==> src/rtl/gearbox_tx_if.sv <==
// Stream bundle between the alignment-marker stage, the 66b->64b TX gearbox and the PMA side.
// The slave modport is the gearbox view; the master modport is the upstream/test view.
interface gearbox_tx_if #(
  parameter int LANE_N = 4,
  parameter int HEAD_W = 2,
  parameter int DATA_W = 64
);
  logic [LANE_N*HEAD_W-1:0] head_i;
  logic [LANE_N*DATA_W-1:0] data_i;
  logic                     ready_o;
  logic                     valid_o;
  logic [LANE_N*DATA_W-1:0] data_o;

  modport master (
    output head_i,
    output data_i,
    input  ready_o,
    input  valid_o,
    input  data_o
  );

  modport slave (
    input  head_i,
    input  data_i,
    output ready_o,
    output valid_o,
    output data_o
  );
endinterface

==> src/rtl/gearbox_tx.sv <==
// Per-lane 66b->64b TX gearbox: 32 blocks in, 33 words out per period, one stall cycle to flush.
// Optional macro GEARBOX_TX_SEQ_O_EN exposes the shared sequence counter on seq_o with a range assertion.
module gearbox_tx #(
  parameter int LANE_N = 4,
  parameter int HEAD_W = 2,
  parameter int DATA_W = 64
) (
  input  logic                clk,
  input  logic                nreset,
`ifdef GEARBOX_TX_SEQ_O_EN
  output logic [5:0]          seq_o,
`endif
  gearbox_tx_if.slave         bus
);

  localparam int          BLK_W    = DATA_W + HEAD_W;
  localparam int          CAT_W    = 2 * DATA_W;
  localparam logic [5:0]  SEQ_LAST = 6'd32;

  logic [5:0]              r_seq;
  logic                    r_valid;
  logic [LANE_N*DATA_W-1:0] r_data;
  logic [DATA_W-1:0]       r_res [LANE_N];

  logic                    w_ready;
  logic [7:0]              w_shamt;
  logic [BLK_W-1:0]        w_blk [LANE_N];
  logic [CAT_W-1:0]        w_cat [LANE_N];

  assign w_ready = (r_seq != SEQ_LAST);
  assign w_shamt = 8'(r_seq * HEAD_W);

  // Residue holds 2k bits at seq=k, so the newest block never reaches past bit 127.
  always_comb begin
    for (int l = 0; l < LANE_N; l++) begin
      w_blk[l] = {bus.data_i[l*DATA_W +: DATA_W], bus.head_i[l*HEAD_W +: HEAD_W]};
      w_cat[l] = ({{(CAT_W-BLK_W){1'b0}}, w_blk[l]} << w_shamt)
               | {{(CAT_W-DATA_W){1'b0}}, r_res[l]};
    end
  end

  always_ff @(posedge clk) begin
    if (!nreset) begin
      r_seq   <= '0;
      r_valid <= 1'b0;
      r_data  <= '0;
      for (int l = 0; l < LANE_N; l++) begin
        r_res[l] <= '0;
      end
    end else begin
      r_seq   <= (r_seq == SEQ_LAST) ? 6'd0 : r_seq + 6'd1;
      r_valid <= 1'b1;
      for (int l = 0; l < LANE_N; l++) begin
        if (r_seq == SEQ_LAST) begin
          r_data[l*DATA_W +: DATA_W] <= r_res[l];
          r_res[l]                   <= '0;
        end else begin
          r_data[l*DATA_W +: DATA_W] <= w_cat[l][DATA_W-1:0];
          r_res[l]                   <= w_cat[l][CAT_W-1:DATA_W];
        end
      end
    end
  end

  assign bus.ready_o = w_ready;
  assign bus.valid_o = r_valid;
  assign bus.data_o  = r_data;

`ifdef GEARBOX_TX_SEQ_O_EN
  assign seq_o = r_seq;

  always_ff @(posedge clk) begin
    if (nreset) begin
      assert (r_seq <= SEQ_LAST);
    end
  end
`endif

endmodule

==> src/flat_wrapper.sv <==
// flat-port wrapper written by rule: the top's interface ports become plain ports
module gearbox_tx_flat 
#(
  parameter int LANE_N = 4,
  parameter int HEAD_W = 2,
  parameter int DATA_W = 64
)
  (clk, nreset, bus_head_i, bus_data_i, bus_ready_o, bus_valid_o, bus_data_o);
  gearbox_tx_if #(.LANE_N(LANE_N), .HEAD_W(HEAD_W), .DATA_W(DATA_W)) bus_i ();
  input  logic clk;
  input  logic nreset;
  input wire logic [$bits(bus_i.head_i)-1:0] bus_head_i;
  input wire logic [$bits(bus_i.data_i)-1:0] bus_data_i;
  output wire logic [$bits(bus_i.ready_o)-1:0] bus_ready_o;
  output wire logic [$bits(bus_i.valid_o)-1:0] bus_valid_o;
  output wire logic [$bits(bus_i.data_o)-1:0] bus_data_o;
  assign bus_i.head_i = bus_head_i;
  assign bus_i.data_i = bus_data_i;
  assign bus_ready_o = bus_i.ready_o;
  assign bus_valid_o = bus_i.valid_o;
  assign bus_data_o = bus_i.data_o;
  gearbox_tx #(.LANE_N(LANE_N), .HEAD_W(HEAD_W), .DATA_W(DATA_W)) u_core (.clk(clk), .nreset(nreset), .bus(bus_i));
endmodule
==> config.mk <==
export PLATFORM = sky130hd
export DESIGN_NAME = gearbox_tx_flat
export DESIGN_NICKNAME = d
export VERILOG_FILES = /design/src/rtl/gearbox_tx_if.sv /design/src/rtl/gearbox_tx.sv /design/src/flat_wrapper.sv
export SDC_FILE = /design/constraint.sdc
export NUM_CORES = 1
export LEC_CHECK = 0
export CAP_MARGIN = 20
export CORE_AREA = 4 4 369 371
export DETAILED_ROUTE_END_ITERATION = 10
export DIE_AREA = 0 0 373 375
export SYNTH_ARGS = -nofsm -noshare
export SYNTH_HDL_FRONTEND = slang
export SYNTH_SLANG_ARGS = --single-unit
export TNS_END_PERCENT = 30
==> constraint.sdc <==
create_clock -name clk -period 5.2 [get_ports clk]
set_clock_uncertainty 0.15 [all_clocks]
set_input_delay 0.52 -clock clk [delete_from_list [all_inputs] [get_ports clk]]
set_output_delay 0.52 -clock clk [all_outputs]
set_load 0.02 [all_outputs]
# Yosys cells after proc, flatten, opt, wreduce, memory -nomap -nowiden
# Memories as Yosys holds them, arrays and structs flattened.
# Index checks and enable logic that the tools add are counted.
[word_totals] wordCells=45 output_inout_bits=258 input_bits=266 register_bits=263 mem_count=1 mem_bits_rw=256
[memory_table] name="u_core.r_res" depth=4 word_bits=64 read_ports=4 rd_clocked_by_memory_dff=0 write_ports=4 line="gearbox_tx.sv:23" rtl="logic [DATA_W-1:0] r_res [LANE_N];"
[op_classes] eq_ne=2 mux=20 bitwise=13 addsub=1 reduce_logical=1 shift=4
[ops] operator="64-bit 2-to-1 mux" n=12
[ops] operator="128-bit by 64-bit bitwise OR with 128-bit output" n=4
[ops] operator="66-bit by 7-bit << shifter with 128-bit output" n=4
[ops] operator="1-bit 2-to-1 mux" n=8
[ops] operator="1-bit bitwise OR" n=8
[ops] operator="6-bit by 1-bit adder with 6-bit output, second input constant" n=1
[ops] operator="6-bit equality test, second input constant" n=1
[ops] operator="6-bit inequality test, second input constant" n=1
[ops] operator="2-bit OR reduction" n=1
[ops] operator="1-bit inverter" n=1

# Longest topological paths before layout
[depth] word_depth=6 mapped_depth=13 depth_no_buf=6

# Worst setup path before layout
# No wires, ideal clock.
[synth_timing] kind="flip-flop to flip-flop" start="register u_core.r_seq[0]" end="memory u_core.r_res[0][49], data pin" slack_ps=2102 path_buffers=7 arrival_ps=2814 t_required_ps=4917 setup_time_ps=133 path_stages_with_launch=14 synth_period_minus_slack_ps=3098 cell_sequence="dfxtp_1 -> buf_4 -> clkinv_1 -> buf_2 -> buf_2 -> buf_2 -> buf_2 -> ha_1 -> a21o_1 -> buf_2 -> nor2_1 -> clkbuf_1 -> a22oi_1 -> nand2_1"
[synth_rtl] element="start: declaration" line="gearbox_tx.sv:20" rtl="logic [5:0] r_seq;"
[synth_rtl] element="start signal: assignment" line="gearbox_tx.sv:51" rtl="r_seq <= (r_seq == SEQ_LAST) ? 6'd0 : r_seq + 6'd1;"
[synth_rtl] element="end: declaration" line="gearbox_tx.sv:23"

# Worst setup path after layout
[layout_timing] start="register u_core.r_seq[0]" end="output port bus_ready_o"
[layout_between] elab_chain_len=1
[layout_rtl] element="6-bit inequality test" line="gearbox_tx.sv:30" rtl="assign w_ready = (r_seq != SEQ_LAST);"
[layout_rtl] element="end: declaration" line="flat_wrapper.sv:14" rtl="output wire logic [$bits(bus_i.ready_o)-1:0] bus_ready_o;"
# No other way between the ends.

==> impl.org <==
** Yosys
- Of all flip-flops after synthesis, the portion carrying an async set or reset was 0.
- Share of the synthesized area in the top cell type :: 0.193
- Number of enable flip-flop cells after synthesis :: between 200 and 300
- Commonest cells in the synthesized netlist :: sky130_fd_sc_hd__nand2_1, sky130_fd_sc_hd__nor2_1, sky130_fd_sc_hd__mux2i_1
- Instance count of the mapped netlist :: between 3k and 4k
- Number of unique standard cell types used by synthesis :: 85
- #FFs+latches synth :: 519
- Dominant register cell in the synthesized netlist :: sky130_fd_sc_hd__dfxtp_1
- Summing every instance area after synthesis gives 0.0397 sq mm.
- Post-synthesis sequential area ratio :: 0.326
- Leading cell types by total area after synthesis :: sky130_fd_sc_hd__edfxtp_1, sky130_fd_sc_hd__mux4_2, sky130_fd_sc_hd__dfxtp_1
- Library cell occupying the most area in the post-synthesis netlist :: sky130_fd_sc_hd__edfxtp_1
- Each instance of the synthesized netlist takes up on average 9.98 sq um.
- Warning count from the yosys run :: 0
- Most common cell in the synthesized netlist :: sky130_fd_sc_hd__nand2_1

** Route
- The first detailed-routing pass ran for 7 iterations.
- Wires add up to around 300000 um.
- For this block, the via count after detailed routing is 44.7k.
- Antenna violation net count after detailed routing :: 0
- Using the TritonRoute via totals, the vias-per-cell ratio works out to around 6.8.
- After the first detailed-routing iteration, the DRC count stood at around 8.5k.
- After detailed routing, the number of remaining DRC violations is 0.
- Average wire per cell in the routed design :: 46.1 um

** Clocking
- TritonCTS built the clock tree.
- Number of clock sinks :: 519
- The longest clock path from root to sink contains 3 buffers.
- Number of cells upsized or downsized after cts :: 0
- Later-pin clock latency in the skew report :: 0.74 ns
- Clock root buffer master :: sky130_fd_sc_hd__clkbuf_16
- Clock-pin slew of the registers on the worst-case setup and hold paths :: 0.07 ns
- The number of clock buffers added by TritonCTS is 68.
- CTS H-tree lvls :: 3

** Worst setup path
- On the worst path, the slowest cell contributes a delay of 0.85 ns.
- Grouping stages by cell kind, the critical path spends the most delay in buffers and inverters.
- In this run the critical register-to-register path is captured at u_core.bus.data_o[197]$_SDFF_PN0_.
- Data arrival time of the critical path :: 3.66 ns
- Category of the worst setup path launch point :: flip-flop
- The signal on the critical path passes through inv_4, ha_1, nand2_1, clkdlybuf4s50_1.
- The most critical setup path has its startpoint at u_core.r_seq[0]$_SDFF_PN0_.
- Type of the worst setup path :: flip-flop to output port
- The slowest stage of the critical path is the sky130_fd_sc_hd__dfxtp_4 cell.
- Endpoint class of the critical path :: output port
- Data on the critical path is required at its endpoint by 4.53 ns.
- Setup slack of the worst register-to-register path :: 0.89 ns
- Max FO, Critical Path :: 44
- R2r startpoint :: u_core.r_seq[3]$_SDFF_PN0_
- Critical path buffers and inverters :: 2
- For the worst flop-to-flop path, the logic depth is 8.

** STA
- Across all hold checks on the routed design, the worst slack comes to 0.262 ns.
- The clock period could shrink to 4.33 ns.
- Of the available clock period, the critical path in the final layout requires 0.833.
- Final count of negative-setup-slack endpoints :: 0
- Pins over their slew limit :: 0
- Post-Route Setup TNS :: 0 ns
- Setup repair after global routing missed its margin :: no
- Final worst-path setup slack :: 0.867 ns
- The final hold violation count is 0.
- For the pin with the worst max-slew slack, the measured transition is 1.30 ns.
- Static timing analysis puts the maximum clock frequency at 231 MHz.
- Headroom to the max-slew limit came out at 0.128.

** Cells and area
- Of the cells placed in the final design, the portion with a size suffix greater than 1 is 0.200.
- Summing all flip-flop and latch instances after layout gives 0.0130 sq mm.
- From synthesis to final layout, the design area changed by 28.8%.
- Area of combinational cells with multiple inputs :: 0.0257 sq mm
- Fill count :: roughly 13k
- After routing the design area is a little over 0.05 sq mm.
- NumNets Final :: 4992

** Global route
- Number of antenna violations at the first check in global routing :: 31
- Entering global routing, the biggest net connects between 100 and 150 pins.
- Via count of the first global-routing pass :: 40.7k
- In the global route stage, overall resource usage came out at 0.413.
- The first global-routing pass estimated 394000 um of wire.
- After global routing the overflow that remains totals 0.

** Outcome
- Status :: finished clean

** Floorplanning
- Row generation in the floorplan step produced 134 rows.
- In this run the vertical extent of the chip is 375 um.
- Num ports :: 524
- Die outline width :: 373 um
- The core region is 0.133 sq mm.
- For this configuration, the core starts out at a cell density of 0.299.
- Area of the die :: 0.140 sq mm

** Hold path
- Min-delay worst type :: flip-flop to flip-flop
- Min-Delay Startpoint :: u_core.r_res[0][58]$_SDFFCE_PN0P_
- Min-Delay Endpoint :: u_core.bus.data_o[58]$_SDFF_PN0_
- Worst hold path stage count :: 2

** Power
- Summed over all cells, the static leakage comes to 0.0186 uW.
- Summed over all nets, the switching power comes to 6470 uW.
- Internal power contribution :: 9650 uW
- Peak supply drop :: 0.229 mV
- Total power divided by cell area :: 315 mW/mm^2
- Of the total power, registers draw 0.299.
- Portion of total power attributed to combinational logic :: 0.379
- Portion of total power attributed to the clock network :: 0.322
- Of the total power, the share spent switching nets is 0.401.

** Placed design
- Pre-CTS WS :: roughly 1.1 ns
- HPWL after DPL :: 234000 um
- I/O Buffers :: 523
- Placed cell area :: 0.0487 sq mm
- Placer congestion estimate :: 1.12

** Flow run
- Max-cap violation count :: 0
## metal layers
| metal | GRT usage | part of all wire | vias to the layer above |
|---|---|---|---|
| li1 | - | - | 16900 |
| met4 | 0.249 | 0.078 | 8 |
| met3 | 0.199 | 0.16 | 812 |
| met1 | 0.547 | 0.39 | 22500 |
| met2 | 0.532 | 0.37 | 4419 |
| met5 | 0 | 0.00019 | - |
## cell families after synthesis
family | after synthesis | synth area share
muxes | 769 | 0.282
adders and majority gates | 2 | 0.000630
and+or+nand+nor | 919 | 0.100
AOI/OAI and AO/OA | 1339 | 0.235
xor gates and xnor gates | 3 | 0.000661
DFF | 519 | 0.326
buffers and inverters | 431 | 0.0547
other | 1 | 0.0000944
## power groups by stage
stage               sequential, uW  combinational (uW)  clock, uW
floorplan                     5070                2460          0
global placement              4900                5720          0
detailed placement            4910                5690          0
CTS                           4820                5710       5210
global route                  4840                6070       5380
finish                        4830                6110       5190
## worst max path at each step
stage                                   endpoint  slack (ns)  cells past startpoint
3_3_place_gp   u_core.r_res[0][20]$_SDFFCE_PN0P_        1.18                      7
3_5_place_dp   u_core.r_res[0][20]$_SDFFCE_PN0P_        1.13                      7
4_1_cts                              bus_ready_o        0.98                      4
2_1_floorplan  u_core.r_res[0][49]$_SDFFCE_PN0P_        2.10                     13
6_report                             bus_ready_o        0.87                      4
5_1_grt                              bus_ready_o        0.97                      4
## area by class of cell
class	instances	area share
Sequential cell	519	0.254
Clock inverter	30	0.00633
Tap cell	1768	0.0432
Clock buffer	95	0.0407
Antenna cell	5	0.000245
Multi-Input combinational cell	3288	0.502
Inverter	23	0.00196
Timing Repair Buffer	824	0.152
## cell usage in the layout, fill, tap and decap left out, types with 18 or more instances in the layout
cell	count
sky130_fd_sc_hd__buf_4	279
sky130_fd_sc_hd__a2bb2oi_1	24
sky130_fd_sc_hd__nand2_1	343
sky130_fd_sc_hd__mux2_2	202
sky130_fd_sc_hd__a31oi_1	59
sky130_fd_sc_hd__clkbuf_16	76
sky130_fd_sc_hd__o21a_1	93
sky130_fd_sc_hd__buf_12	19
sky130_fd_sc_hd__nor3_1	50
sky130_fd_sc_hd__o221ai_1	51
sky130_fd_sc_hd__mux2i_1	307
sky130_fd_sc_hd__o22ai_1	64
sky130_fd_sc_hd__a221oi_1	42
sky130_fd_sc_hd__nand2b_1	21
sky130_fd_sc_hd__a21oi_1	258
sky130_fd_sc_hd__a221o_1	19
sky130_fd_sc_hd__a211o_1	43
sky130_fd_sc_hd__o22a_1	19
sky130_fd_sc_hd__o21ai_0	195
sky130_fd_sc_hd__edfxtp_1	256
sky130_fd_sc_hd__o2bb2ai_1	24
sky130_fd_sc_hd__dfxtp_1	257
sky130_fd_sc_hd__and2_1	41
sky130_fd_sc_hd__nand3_1	50
sky130_fd_sc_hd__nor2_1	311
sky130_fd_sc_hd__a22oi_1	116
sky130_fd_sc_hd__or2_2	18
sky130_fd_sc_hd__mux4_2	253
sky130_fd_sc_hd__a21o_1	32
sky130_fd_sc_hd__a211oi_1	61
sky130_fd_sc_hd__a22o_1	25
sky130_fd_sc_hd__conb_1	256
sky130_fd_sc_hd__o211ai_1	69
sky130_fd_sc_hd__clkdlybuf4s50_1	522
## registers in the layout, summed over array words and instances (netlist names)
| register | flops |
|---|---|
| u_core.bus.data_o | 256 |
| u_core.r_res | 256 |
| u_core.r_seq | 6 |
| u_core.bus.valid_o | 1 |
## metrics by stage
stage          power, uW  instances  utilization
5_1_grt            16300       6548        0.385
4_1_cts            15700       6543        0.385
3_3_place_gp       10600       6416        0.366
6_report           16100       6552        0.385
3_5_place_dp       10600       6417        0.366
2_1_floorplan       7530       4238            -
## worst register-to-register path: cells and delay by family (launching register included)
kind / cells / cell delay (ns)
flip-flops: 1 / 0.86
AO/OA/AOI/OAI: 1 / 0.84
buffers and inverters: 4 / 1.62
AND/OR/NAND/NOR: 3 / 0.68
## timing repair
item / 4_1_cts / 5_1_grt
hold endpoints to repair: 1 / 0
hold buffers: 1 / 0
setup buffers: 0 / 0
(Power assumes the default switching activity.)
